File: src/rtl/vga_pkg.sv
// Shared constants and types for the VGA frame path: frame geometry, VRAM
// widths, the frame-writer state encoding and the write-port payload.
package vga_pkg;

    localparam int unsigned H_LEN     = 200;
    localparam int unsigned V_LEN     = 150;
    localparam int unsigned FRAME_PIX = H_LEN * V_LEN;
    localparam int unsigned NFRAMES   = 10;
    localparam int unsigned AW        = 15;
    localparam int unsigned DW        = 12;
    localparam int unsigned FIW       = 4;

    typedef enum logic [1:0] {
        ST_IDLE   = 2'd0,
        ST_STREAM = 2'd1,
        ST_FILL   = 2'd2,
        ST_FLUSH  = 2'd3
    } wr_state_e;

    typedef struct packed {
        logic [AW-1:0] addr;
        logic [DW-1:0] data;
    } wr_beat_t;

    // One-hot VRAM select; indices beyond the bank decode to all-zero.
    function automatic logic [NFRAMES-1:0] frame_onehot(input logic [FIW-1:0] idx);
        logic [NFRAMES-1:0] oh;
        oh = '0;
        for (int unsigned i = 0; i < NFRAMES; i++) begin
            oh[i] = (32'(idx) == i);
        end
        return oh;
    endfunction

endpackage

File: src/rtl/pix_addr_counter.sv
// Linear raster pixel counter with a registered terminal-count flag at the
// last pixel of a frame; wraps to zero after the terminal count.
module pix_addr_counter
    import vga_pkg::*;
(
    input  logic          clk,
    input  logic          rst,
    input  logic          clr_i,
    input  logic          en_i,
    output logic [AW-1:0] cnt_o,
    output logic          tc_o
);

    localparam logic [AW-1:0] LAST_PIX = AW'(FRAME_PIX - 1);

    logic [AW-1:0] cnt_q, cnt_d;
    logic          tc_q;

    always_comb begin
        cnt_d = cnt_q;
        if (clr_i) begin
            cnt_d = '0;
        end else if (en_i) begin
            cnt_d = tc_q ? '0 : cnt_q + AW'(1);
        end
    end

    // Flag is precomputed from the next count so it is a clean register output.
    always_ff @(posedge clk or posedge rst) begin
        if (rst) begin
            cnt_q <= '0;
            tc_q  <= 1'b0;
        end else begin
            cnt_q <= cnt_d;
            tc_q  <= (cnt_d == LAST_PIX);
        end
    end

    assign cnt_o = cnt_q;
    assign tc_o  = tc_q;

endmodule

File: src/rtl/vram_frame_writer.sv
// Write-side engine for the multi-frame VRAM bank: writes one full frame in
// raster order from a pixel stream or a constant fill colour via port A.
module vram_frame_writer
    import vga_pkg::*;
(
    input  logic               clk,
    input  logic               rst,
    input  logic               start,
    input  logic               fill,
    input  logic [FIW-1:0]     frame_idx,
    input  logic [DW-1:0]      fill_color,
    input  logic               abort,
    input  logic               s_valid,
    input  logic [DW-1:0]      s_data,
    output logic               s_ready,
    output logic [NFRAMES-1:0] wea,
    output logic [AW-1:0]      addra,
    output logic [DW-1:0]      dina,
    output logic               busy,
    output logic               done,
    output logic               err
);

    wr_state_e          state_q, state_d;
    logic [FIW-1:0]     frame_q, frame_d;
    logic [DW-1:0]      color_q, color_d;
    logic [NFRAMES-1:0] wea_q, wea_d;
    wr_beat_t           beat_q, beat_d;
    logic               done_q, done_d;
    logic               err_q, err_d;

    logic               wr_en;
    logic               pix_clr;
    logic [DW-1:0]      wr_data;
    logic [AW-1:0]      pix;
    logic               pix_last;

    pix_addr_counter u_pix_cnt (
        .clk   (clk),
        .rst   (rst),
        .clr_i (pix_clr),
        .en_i  (wr_en),
        .cnt_o (pix),
        .tc_o  (pix_last)
    );

    // Next-state, job latching and write-stage staging.
    always_comb begin
        state_d = state_q;
        frame_d = frame_q;
        color_d = color_q;
        wea_d   = '0;
        beat_d  = beat_q;
        done_d  = 1'b0;
        err_d   = 1'b0;
        wr_en   = 1'b0;
        pix_clr = 1'b0;
        wr_data = s_data;

        case (state_q)
            ST_IDLE: begin
                if (start) begin
                    if (32'(frame_idx) < NFRAMES) begin
                        frame_d = frame_idx;
                        color_d = fill_color;
                        pix_clr = 1'b1;
                        state_d = fill ? ST_FILL : ST_STREAM;
                    end else begin
                        err_d = 1'b1;
                    end
                end
            end
            ST_STREAM: begin
                wr_en   = s_valid;
                wr_data = s_data;
                if (abort) begin
                    state_d = ST_IDLE;
                end else if (s_valid && pix_last) begin
                    state_d = ST_FLUSH;
                end
            end
            ST_FILL: begin
                wr_en   = 1'b1;
                wr_data = color_q;
                if (abort) begin
                    state_d = ST_IDLE;
                end else if (pix_last) begin
                    state_d = ST_FLUSH;
                end
            end
            ST_FLUSH: begin
                done_d  = 1'b1;
                state_d = ST_IDLE;
            end
            default: state_d = ST_IDLE;
        endcase

        // A beat accepted alongside abort still lands; abort only stops later ones.
        if (wr_en) begin
            wea_d  = frame_onehot(frame_q);
            beat_d = '{addr: pix, data: wr_data};
        end
    end

    always_ff @(posedge clk or posedge rst) begin
        if (rst) begin
            state_q <= ST_IDLE;
            frame_q <= '0;
            color_q <= '0;
            wea_q   <= '0;
            beat_q  <= '0;
            done_q  <= 1'b0;
            err_q   <= 1'b0;
        end else begin
            state_q <= state_d;
            frame_q <= frame_d;
            color_q <= color_d;
            wea_q   <= wea_d;
            beat_q  <= beat_d;
            done_q  <= done_d;
            err_q   <= err_d;
        end
    end

    // Handshake and busy decode from the state register only.
    assign s_ready = (state_q == ST_STREAM);
    assign busy    = (state_q != ST_IDLE);
    assign wea     = wea_q;
    assign addra   = beat_q.addr;
    assign dina    = beat_q.data;
    assign done    = done_q;
    assign err     = err_q;

endmodule

File: config.mk
export PLATFORM = sky130hd
export DESIGN_NAME = vram_frame_writer
export DESIGN_NICKNAME = d
export VERILOG_FILES = /design/src/rtl/vga_pkg.sv /design/src/rtl/pix_addr_counter.sv /design/src/rtl/vram_frame_writer.sv
export SDC_FILE = /design/constraint.sdc
export NUM_CORES = 1
export LEC_CHECK = 0
export CAP_MARGIN = 20
export CORE_MARGIN = 10
export CORE_UTILIZATION = 40
export CTS_CLUSTER_DIAMETER = 200
export CTS_CLUSTER_SIZE = 28
export DETAILED_ROUTE_END_ITERATION = 10
export PLACE_DENSITY = 0.68
export SLEW_MARGIN = 20
export SYNTH_ARGS = -nofsm -noshare
export SYNTH_HDL_FRONTEND = slang
export SYNTH_SLANG_ARGS = --single-unit
File: constraint.sdc
create_clock -name clk -period 2.3 [get_ports clk]
set_input_delay 0.46 -clock clk [delete_from_list [all_inputs] [get_ports clk]]
set_output_delay 0.46 -clock clk [all_outputs]
set_load 0.05 [all_outputs]
## After elaboration in Yosys (flattened, before gate mapping)

Index checks and enable logic that the tools add are counted.

- $add $sub $neg: 1
- Magnitude comparators: 1
- Eq/ne operators: 17
- Mux-type cells: 21
- Reductions and logical operators: 6

Operator list:

| cell | number |
|---|---|
| two-way mux 15 bit | 3 |
| equality test 4 x 3 -> 1 bit (second input constant) | 4 |
| adder 15 x 1 -> 15 bit (second input constant) | 1 |
| equality test 15 bit (second input constant) | 1 |
| two-way mux 2 bit | 7 |
| two-way mux 12 bit | 1 |
| two-way mux 10 bit | 1 |
| equality test 4 x 2 -> 1 bit (second input constant) | 2 |
| equality test 4 bit (second input constant) | 2 |
| case mux 2 bit (4 select lines) | 1 |
| two-way mux 1 bit | 7 |
| inequality test 3 x 2 -> 1 bit (second input constant) | 2 |
| equality test 2 bit (second input constant) | 2 |
| equality test 4 x 1 -> 1 bit (second input constant) | 1 |
| zero test 4 bit | 1 |
| < comparator 4 bit (second input constant) | 1 |
| inequality test 2 bit (second input constant) | 2 |
| AND reduction 4 bit | 1 |
| AND reduction 3 bit | 1 |
| equality test 2 x 1 -> 1 bit (second input constant) | 1 |
| zero test 2 bit | 1 |
| case mux 1 bit (2 select lines) | 1 |
| nonzero test 2 bit | 1 |
| logical AND 1 bit | 1 |

- Register bits: 73
- Output and inout bits: 41
- Logic and storage cells: 56

## Longest topological paths before layout

Gate-level depths: netlist of run 1.

- Word-level depth: 6
- Depth in mapped cells: 11
- Depth with buffers taken out: 8

## Modules after synthesis

A second synthesis of run 1 with hierarchy kept.

- Cells, all modules: 303
- Area total of the unflattened synthesis: 3310.7 um^2

By module, submodules not included:

| module | times used | cells each | area each (um^2) | sequential area each (um^2) |
|---|---|---|---|---|
| vram_frame_writer | 1 | 207 | 2393.5 | 1426.4 |
| pix_addr_counter | 1 | 96 | 917.1 | 400.4 |

## Worst setup path before layout of run 1

No wires, ideal clock.

- Path kind: register -> register
- From: register state_q[1]
- To: register u_pix_cnt.tc_q (netlist: u_pix_cnt.tc_o)
- Library setup time: 0.096 ns
- Arrival: 2.499 ns
- Data required time: 2.204 ns
- Path slack: -0.294 ns
- Stages on the path, launching flop included: 9
- Period minus slack after synthesis: 2.594 ns
- Cell sequence: dfrtp_1 > inv_1 > ha_1 > a21oi_4 > nor4b_4 > a41o_1 > a21oi_2 > or4_4 > nor4_2

- Longest elaborated chain between the ends: 5

Ends and longest elaborated chain:

| element | line | RTL |
|---|---|---|
| start, declared | vram_frame_writer.sv:24 | `wr_state_e state_q, state_d;` |
| start signal, assigned | vram_frame_writer.sv:115 | `state_q <= state_d;` |
| equality test 2 x 1 -> 1 bit | n/a |  |
| net s_ready | vram_frame_writer.sv:15 | `output logic s_ready,` |
| case mux 1 bit (2 select lines) | vram_frame_writer.sv:60 | `case (state_q)` |
| two-way mux 15 bit | pix_addr_counter.sv:23 | `end else if (en_i) begin` |
| two-way mux 15 bit | pix_addr_counter.sv:21 | `if (clr_i) begin` |
| net u_pix_cnt.cnt_d[11] | pix_addr_counter.sv:16 | `logic [AW-1:0] cnt_q, cnt_d;` |
| equality test 15 bit | pix_addr_counter.sv:35 | `tc_q <= (cnt_d == LAST_PIX);` |
| end signal, assigned | pix_addr_counter.sv:35 |  |
| end, declared | pix_addr_counter.sv:17 | `logic tc_q;` |

The timed path passes the listed nets, and every way through them passes these cells.
A chain may end at the register's enable or synchronous reset.

## Worst setup path in the final report of run 1

- From: register state_q[0]
- To: register u_pix_cnt.tc_q (netlist: u_pix_cnt.tc_o)

- Longest elaborated chain between the ends: 5

Ends and longest elaborated chain:

| element | line |
|---|---|
| equality test 2 bit / equality test 2 x 1 -> 1 bit (equally long branches) | vram_frame_writer.sv:60 |
| case mux 1 bit (2 select lines) | vram_frame_writer.sv:60 |
| two-way mux 15 bit | pix_addr_counter.sv:23 |
| two-way mux 15 bit (*) | pix_addr_counter.sv:21 |
| net u_pix_cnt.cnt_d[3] | pix_addr_counter.sv:16 |
| equality test 15 bit (*) | pix_addr_counter.sv:35 |

Mark *: on every way through the listed nets, which the timed path passes. The rest lies on a longest branch.

==> results of run 1 <==
metal layers:
metal  track usage [%]  vias to the layer above
met5                 0                        -
met4              3.17                        0
met3              6.44                        7
met2              21.8                       85
met1              15.9                     1317
li1                  -                     1374
layout make-up:
class,count,area (um2),share of cell area (%)
Inverter,7,30.0,0.645
Clock buffer,13,169,3.63
Tap cell,105,131,2.82
Timing Repair Buffer,104,981,21.1
Multi-Input combinational cell,255,1460,31.3
Clock inverter,2,60.1,1.29
Sequential cell,73,1830,39.2
power groups by stage:
stage                     Clock [W]  Sequential, W  Combinational, W
after detailed placement          0        0.00196           0.00278
final                       0.00115        0.00195           0.00290
after global placement            0        0.00194           0.00274
after floorplan                   0        0.00250           0.00128
after CTS                   0.00118        0.00194           0.00283
after global routing        0.00123        0.00200           0.00316
Yosys cell counts, types with 4 or more instances:
library cell,instances,area (um2)
nand4_1,5,31.3
nand2b_1,4,25.0
nand2_1,114,428
nand3_1,6,30.0
xor2_1,4,35.0
inv_1,7,26.3
nor2b_1,4,25.0
dfrtp_1,73,1830
a31oi_1,4,25.0
mux2i_1,12,120
ha_1,6,75.1
nor2_1,25,93.8
nor4_1,5,31.3
a21oi_1,6,30.0
clkbuf_1,9,33.8
o21ai_0,21,105
flip-flops by register name, indices dropped and copies added, names as in the netlist:
| register | cells |
|---|---|
| addra | 15 |
| u_pix_cnt.cnt_o | 15 |
| color_q | 12 |
| dina | 12 |
| wea | 10 |
| frame_q | 4 |
| state_q | 2 |
| done | 1 |
| err | 1 |
| u_pix_cnt.tc_o | 1 |
per-stage QoR:
step	setup slack [ns]	cell area, um2	hold slack, ns	instances
after global routing	-0.0425	4660	0.501	559
after floorplan	0.0128	3370	0.444	355
after detailed placement	-0.265	4350	0.461	541
final	0.0586	4660	0.475	559
after CTS	0.0364	4600	0.481	556
after global placement	-0.235	4350	0.457	541
what timing repair did:
action | in CTS | in global routing
setup buffers | 0 | 3
pin swaps | 0 | 3
endpoints found under the setup margin | 1 | 1
gates resized for setup | 6 | 7
logic make-up after synthesis:
kind of cell,after synthesis
simple gates,185
compound gates,46
buf+inv,27
xor+xnor,6
mux,12
fa+ha+maj,6
flops,73
worst max-delay path: cells and delay by family, from the launching register on:
family | cells | cell delay (ns)
AO/OA/AOI/OAI | 2 | 0.37
adder cells (fa/ha/maj) | 1 | 0.17
buffers and inverters | 2 | 0.27
flip-flops | 1 | 0.42
AND/OR/NAND/NOR | 3 | 0.93
final timing paths:
check | depth (start not counted) | to | start | slack, ns
max | 8 | u_pix_cnt.tc_o | state_q[0] | 0.06
min | 2 | addra[5] | addra[5] | 0.47
max reg2reg | 8 | u_pix_cnt.tc_o | state_q[0] | 0.06
min reg2reg | 2 | addra[5] | addra[5] | 0.47
max in group asynchronous | 3 | addra[14] | rst | 1.41
min in group asynchronous | 3 | u_pix_cnt.cnt_o[6] | rst | 0.57
==> summary.txt, run 1 <==
Outcome
  • Status: complete, no violations

Cells and area
  • Fill cell count: between 700 and 800
  • Post-layout net count: ~500
  • Area Growth Syn to Fin: 38.8%
  • Commonest cells after routing, fill and taps aside: 114 x nand2_1, 73 x dfrtp_1, 72 x clkdlybuf4s50_1
  • Final core utilization: roughly 57%
  • Diodes inserted: 0
  • Layout cells sized above 1: roughly 14%
  • Most common cell after layout, fill and taps aside: nand2_1

STA
  • Max-slew headroom: between 60% and 70%
  • Endpoints failing setup: 0
  • Count of pins over their slew limit: 0
  • Top achievable clock speed: about 450 MHz
  • Tcrit/Tclk final: 97.5%
  • Final-report hold violation count: 0
  • Setup TNS: 0 ns
  • Unrepaired setup endpoints after global routing: yes
  • Slew @ Worst Pin: approximately 0.54 ns
  • Minimum clock period: between 2 and 2.5 ns
  • Post-Route Skew: ~0.0085 ns

Synthesis
  • Syn Std Cell Area: about 0.0034 mm2
  • Distinct cells, synth: just under 50
  • Complex-gate fraction of the synthesized area: ~8.8%
  • Async SR Flop Fraction: 100%
  • Synthesized Nets: 395
  • Main synth FF type: dfrtp_1
  • Synth Area in Simple Gates: about 25%
  • Adder-cell share of the synthesized area: under 10%
  • Post-synth EDFFs: 0
  • Post-Synth XOR/XNOR Area: ~1.6%
  • Mux contribution to synthesized area: 3.58%
  • Sequential element share of the synthesized area: a little over half
  • Synth warn: 0
  • Post-Synthesis Mean Instance Area: 9.45 um2
  • Syn Inst Count: ~360
  • #FFs+latches synth: 73
  • Main combinational cell family by area after synthesis: simple AND/OR/NAND/NOR gates

Route
  • Via count: between 2,000 and 3,000
  • Max Used Layer: met4
  • First-pass DRT Iterations: 4
  • Final WL: ~8500 um
  • Drt initial violations: 90
  • Met3 routed WL: 734 um
  • Vias/cell: between 4 and 5
  • Final ANT Viol Nets: 0
  • Wirelength per Cell: between 15 and 20 um
  • Met2 wire length: roughly 4000 um
  • WL met1: roughly 3700 um
  • Post-route DRC: 0

Power and ir drop
  • Sequential Power Share: 32.5%
  • Peak VDD IR: 688 uV
  • Sw Share: 42.0%
  • Pwr Total: around 0.006 W
  • Leakage power: roughly 2.1 nW
  • Combinational Power Share: 48.4%
  • Pwr dens: 1290 mW/mm2
  • Sw Pwr: around 0.0025 W
  • Internal power: 0.00348 W
  • Clock power frac: a little under a fifth

Floorplan
  • # IOs: 75
  • Die Span X: 112 um
  • Core area: just over 0.008 mm2
  • Initial Util: 41.0%
  • Die area: 0.0125 mm2
  • Die H: around 110 um
  • Rows: 33

Global routing
  • GR Overflow Total: 0
  • Largest net degree at the start of global routing: 74
  • First-pass GRT wire length: between 10,000 and 15,000 um
  • Vias in the first global route: 2,826
  • Initial antenna violation count: 0
  • All-Layer GR Usage: a little over an eighth

Setup path
  • CP required: between 2 and 3 ns
  • Crit Path Class: flip-flop to flip-flop
  • CP max FO: 6
  • Critical path endpoint category: flip-flop
  • CP most frequent cell: buf_6
  • Data arrival time of the worst path: ~2.5 ns
  • Setup crit start kind: flip-flop
  • Critical Path, Cell by Cell: buf_6, ha_4, a21oi_4, nand2b_4, buf_6, a32o_1, or4b_4, nor4_4
  • Worst path max stage delay: 0.48 ns
  • CP max stage cell: or4b_4

Clock network
  • CTS Buf Count: 9
  • Clock Path Buffers: 2
  • TritonCTS clock tree: done
  • Worst-path clk slew: approximately 0.07 ns
  • Clk Latency, worst-skew pair: between 0.3 and 0.4 ns
  • Root Buffer: clkbuf_8
  • Number of H-tree levels: 3
  • Hold buffer count at cts: 0
  • Clock Sink Count: 73

Placed design
  • Hpwl dp: just over 6000 um
  • Port Buf Inserts: 74
  • GP Congestion: 0.854

Flow run
  • Total of max-cap violations: 0

Hold path
  • Hold Crit Class: flip-flop to flip-flop
(Power assumes the default switching activity.)
==> inputs of run 2 (changes only) <==
- CELL_PAD_IN_SITES_DETAIL_PLACEMENT: unset -> 2
- CELL_PAD_IN_SITES_GLOBAL_PLACEMENT: unset -> 2
- CORE_MARGIN: 10 -> 1
- CORE_UTILIZATION: 40 -> 27
- PLACE_DENSITY: 0.68 -> 0.74
==> run 2 against run 1 <==
Compared with the run above:
- final cell count rose by 13%
- utilization fell by 16 points
- first-iteration DRC count fell by 36%
- register-to-register slack got worse by 0.04 ns
- clock skew is 0.0046 ns lower
- worst hold slack worse by 0.00070 ns
- highest routed layer unchanged
- sequential power is 2% higher
- critical path depth is 2 higher
- largest power group unchanged
- critical endpoint unchanged
- non-clock buffer count increased by 10
- sequential share of layout area is 2.0 points lower
==> summary.txt, run 2 (synthesis results as in run 1) <==
Route
  • Drt initial violations: 58 (was 90)
  • Final WL: 10,700 um (was 8510 um)
  • Vias/cell: 4.74 (was 4.98)
  • Post-route DRC: 0 (unchanged)
  • First-pass DRT Iterations: 4 (unchanged)
  • Via count: 2,999 (was 2,783)
  • Wirelength per Cell: 16.9 um (was 15.2 um)
  • Final ANT Viol Nets: 0 (unchanged)

Clock network
  • Number of H-tree levels: 3 (unchanged)
  • Hold buffer count at cts: 0 (unchanged)
  • CTS Buf Count: 9 (unchanged)
  • Clock Path Buffers: 2 (unchanged)
  • Root Buffer: clkbuf_16 (was clkbuf_8)
  • Clk Latency, worst-skew pair: 0.33 ns (was 0.35 ns)
  • TritonCTS clock tree: done (unchanged)
  • Clock Sink Count: 73 (unchanged)
  • Worst-path clk slew: 0.06 ns (was 0.07 ns)

STA
  • Top achievable clock speed: 437 MHz (was 446 MHz)
  • Minimum clock period: 2.29 ns (was 2.24 ns)
  • Count of pins over their slew limit: 0 (unchanged)
  • Final-report hold violation count: 0 (unchanged)
  • Endpoints failing setup: 0 (unchanged)
  • Max-slew headroom: 55.1% (was 63.7%)
  • Post-Route Skew: 0.00386 ns (was 0.00849 ns)
  • Slew @ Worst Pin: 0.672 ns (was 0.542 ns)
  • Unrepaired setup endpoints after global routing: yes (unchanged)
  • Tcrit/Tclk final: 99.4% (was 97.5%)

Hold path
  • Hold Crit Class: flip-flop to flip-flop (unchanged)
  • HP Start: addra[7] (was addra[5])

Placed design
  • Hpwl dp: 7600 um (was 6140 um)
  • GP Congestion: 0.793 (was 0.854)
  • Port Buf Inserts: 74 (unchanged)
  • Area post-placement: 0.00449 mm2 (was 0.00435 mm2)

Setup path
  • Crit Path Class: flip-flop to flip-flop (unchanged)
  • Data arrival time of the worst path: 2.52 ns (was 2.50 ns)
  • Crit-path leading delay family: simple AND/OR/NAND/NOR gates (unchanged)
  • Setup crit start kind: flip-flop (unchanged)
  • Critical path startpoint: state_q[1] (was state_q[0])
  • Critical Path, Cell by Cell: inv_4, ha_4, a21oi_4, nand2b_4, buf_4, buf_4, nor4_4, o21ai_1, or4_4, nor4_4 (was buf_6, ha_4, a21oi_4, nand2b_4, buf_6, a32o_1, or4b_4, nor4_4)
  • Worst reg2reg startpoint: state_q[1] (was state_q[0])
  • CP required: 2.53 ns (was 2.56 ns)
  • CP max FO: 6 (unchanged)
  • Critical path endpoint category: flip-flop (unchanged)
  • Worst path max stage delay: 0.45 ns (was 0.48 ns)
  • Critical path buffer and inverter count: 3 (was 2)
  • CP max stage cell: dfrtp_2 (was or4b_4)

Floorplan
  • Initial Util: 27.8% (was 41.0%)
  • # IOs: 75 (unchanged)
  • Die area: 0.0129 mm2 (was 0.0125 mm2)
  • Rows: 40 (was 33)
  • Core area: 0.0121 mm2 (was 0.00818 mm2)
  • Die Span X: 113 um (was 112 um)
  • Die H: 113 um (was 112 um)

Global routing
  • Initial antenna violation count: 0 (unchanged)
  • GR Overflow Total: 0 (unchanged)
  • Largest net degree at the start of global routing: 30 (was 74)
  • Vias in the first global route: 3,362 (was 2,826)
  • All-Layer GR Usage: 17.6% (was 13.5%)
  • First-pass GRT wire length: 17,500 um (was 14,100 um)

Power and ir drop
  • Pwr Total: 0.00655 W (was 0.00600 W)
  • Leakage power: 2.22 nW (was 2.14 nW)
  • Pwr dens: 1330 mW/mm2 (was 1290 mW/mm2)
  • Peak VDD IR: 604 uV (was 688 uV)

Cells and area
  • Most common cell after layout, fill and taps aside: nand2_1 (unchanged)
  • Area Growth Syn to Fin: 46.5% (was 38.8%)
  • Finished Cell Area: 0.00492 mm2 (was 0.00466 mm2)
  • Commonest cells after routing, fill and taps aside: 114 x nand2_1, 72 x clkdlybuf4s50_1, 71 x dfrtp_1 (was 114 x nand2_1, 73 x dfrtp_1, 72 x clkdlybuf4s50_1)
  • Post-layout net count: 500 (was 490)
  • Layout cells sized above 1: 17.0% (was 14.3%)
  • Diodes inserted: 0 (unchanged)
  • Fill cell count: 1,312 (was 748)

Outcome
  • Status: complete, no violations (unchanged)

Flow run
  • Total of max-cap violations: 0 (unchanged)
[run 2: per-layer routing]
metal | vias up | wire, um | part of all wire [%] | global-route usage (%)
li1 | 1395 | - | - | -
met5 | - | 0 | 0 | 0
met2 | 87 | 5150 | 48 | 29.3
met3 | 17 | 670 | 6.2 | 5.90
met1 | 1500 | 4680 | 44 | 21.5
met4 | 0 | 232 | 2.2 | 5.53
[run 2: path summary, 6_finish.rpt]
kind                                           end  slack, ns  cells after the start
worst max-delay path                u_pix_cnt.tc_o       0.01                     10
worst max register to register      u_pix_cnt.tc_o       0.01                     10
min in group asynchronous               frame_q[0]       0.57                      2
worst min register to register            addra[7]       0.47                      2
max in group asynchronous       u_pix_cnt.cnt_o[4]       1.13                      3
worst min-delay path                      addra[7]       0.47                      2
[run 2: worst reg2reg max path, delay by kind of cell, from the launching register on]
family	cells	cell delay (ns)
flip-flops	1	0.45
buffers and inverters	3	0.39
AO/OA/AOI/OAI	2	0.19
AND/OR/NAND/NOR	4	0.99
adder cells (fa/ha/maj)	1	0.16
[run 2: cell type report]
cell class,instances,area [um2],share of cell area [%]
Multi-Input combinational cell,255,1480,30.0
Inverter,7,32.5,0.662
Timing Repair Buffer,114,1060,21.6
Sequential cell,73,1830,37.2
Tap cell,168,210,4.27
Clock buffer,14,274,5.57
Clock inverter,2,35.0,0.712
[run 2: report_power, final]
group | total, W | internal, W | switching, W
registers | 0.00199 | 0.00167 | 0.000326
logic | 0.00309 | 0.00121 | 0.00188
clock network | 0.00147 | 0.000928 | 0.000537
total | 0.00655 | 0.00380 | 0.00275
[run 2: per-stage QoR]
| step | hold WS, ns | std cells | setup TNS, ns | worst slack, ns | utilization [%] |
|---|---|---|---|---|---|
| 6_report | 0.474 | 633 | 0 | 0.0138 | 40.8 |
| 5_1_grt | 0.508 | 633 | -0.0894 | -0.0894 | 40.8 |
| 4_1_cts | 0.484 | 632 | 0 | 0.000357 | 40.3 |
| 3_5_place_dp | 0.470 | 612 | -0.614 | -0.421 | 37.2 |
| 3_3_place_gp | 0.458 | 612 | -0.288 | -0.288 | 37.2 |
| 2_1_floorplan | 0.444 | 355 | 0 | 0.0128 | - |
[run 2: what timing repair did]
action                                  in CTS  in global routing
endpoints found under the hold margin        0                  0
gates resized for setup                     11                 11
pin swaps                                    2                  3
setup buffers                                4                  1
endpoints found under the setup margin       1                  1
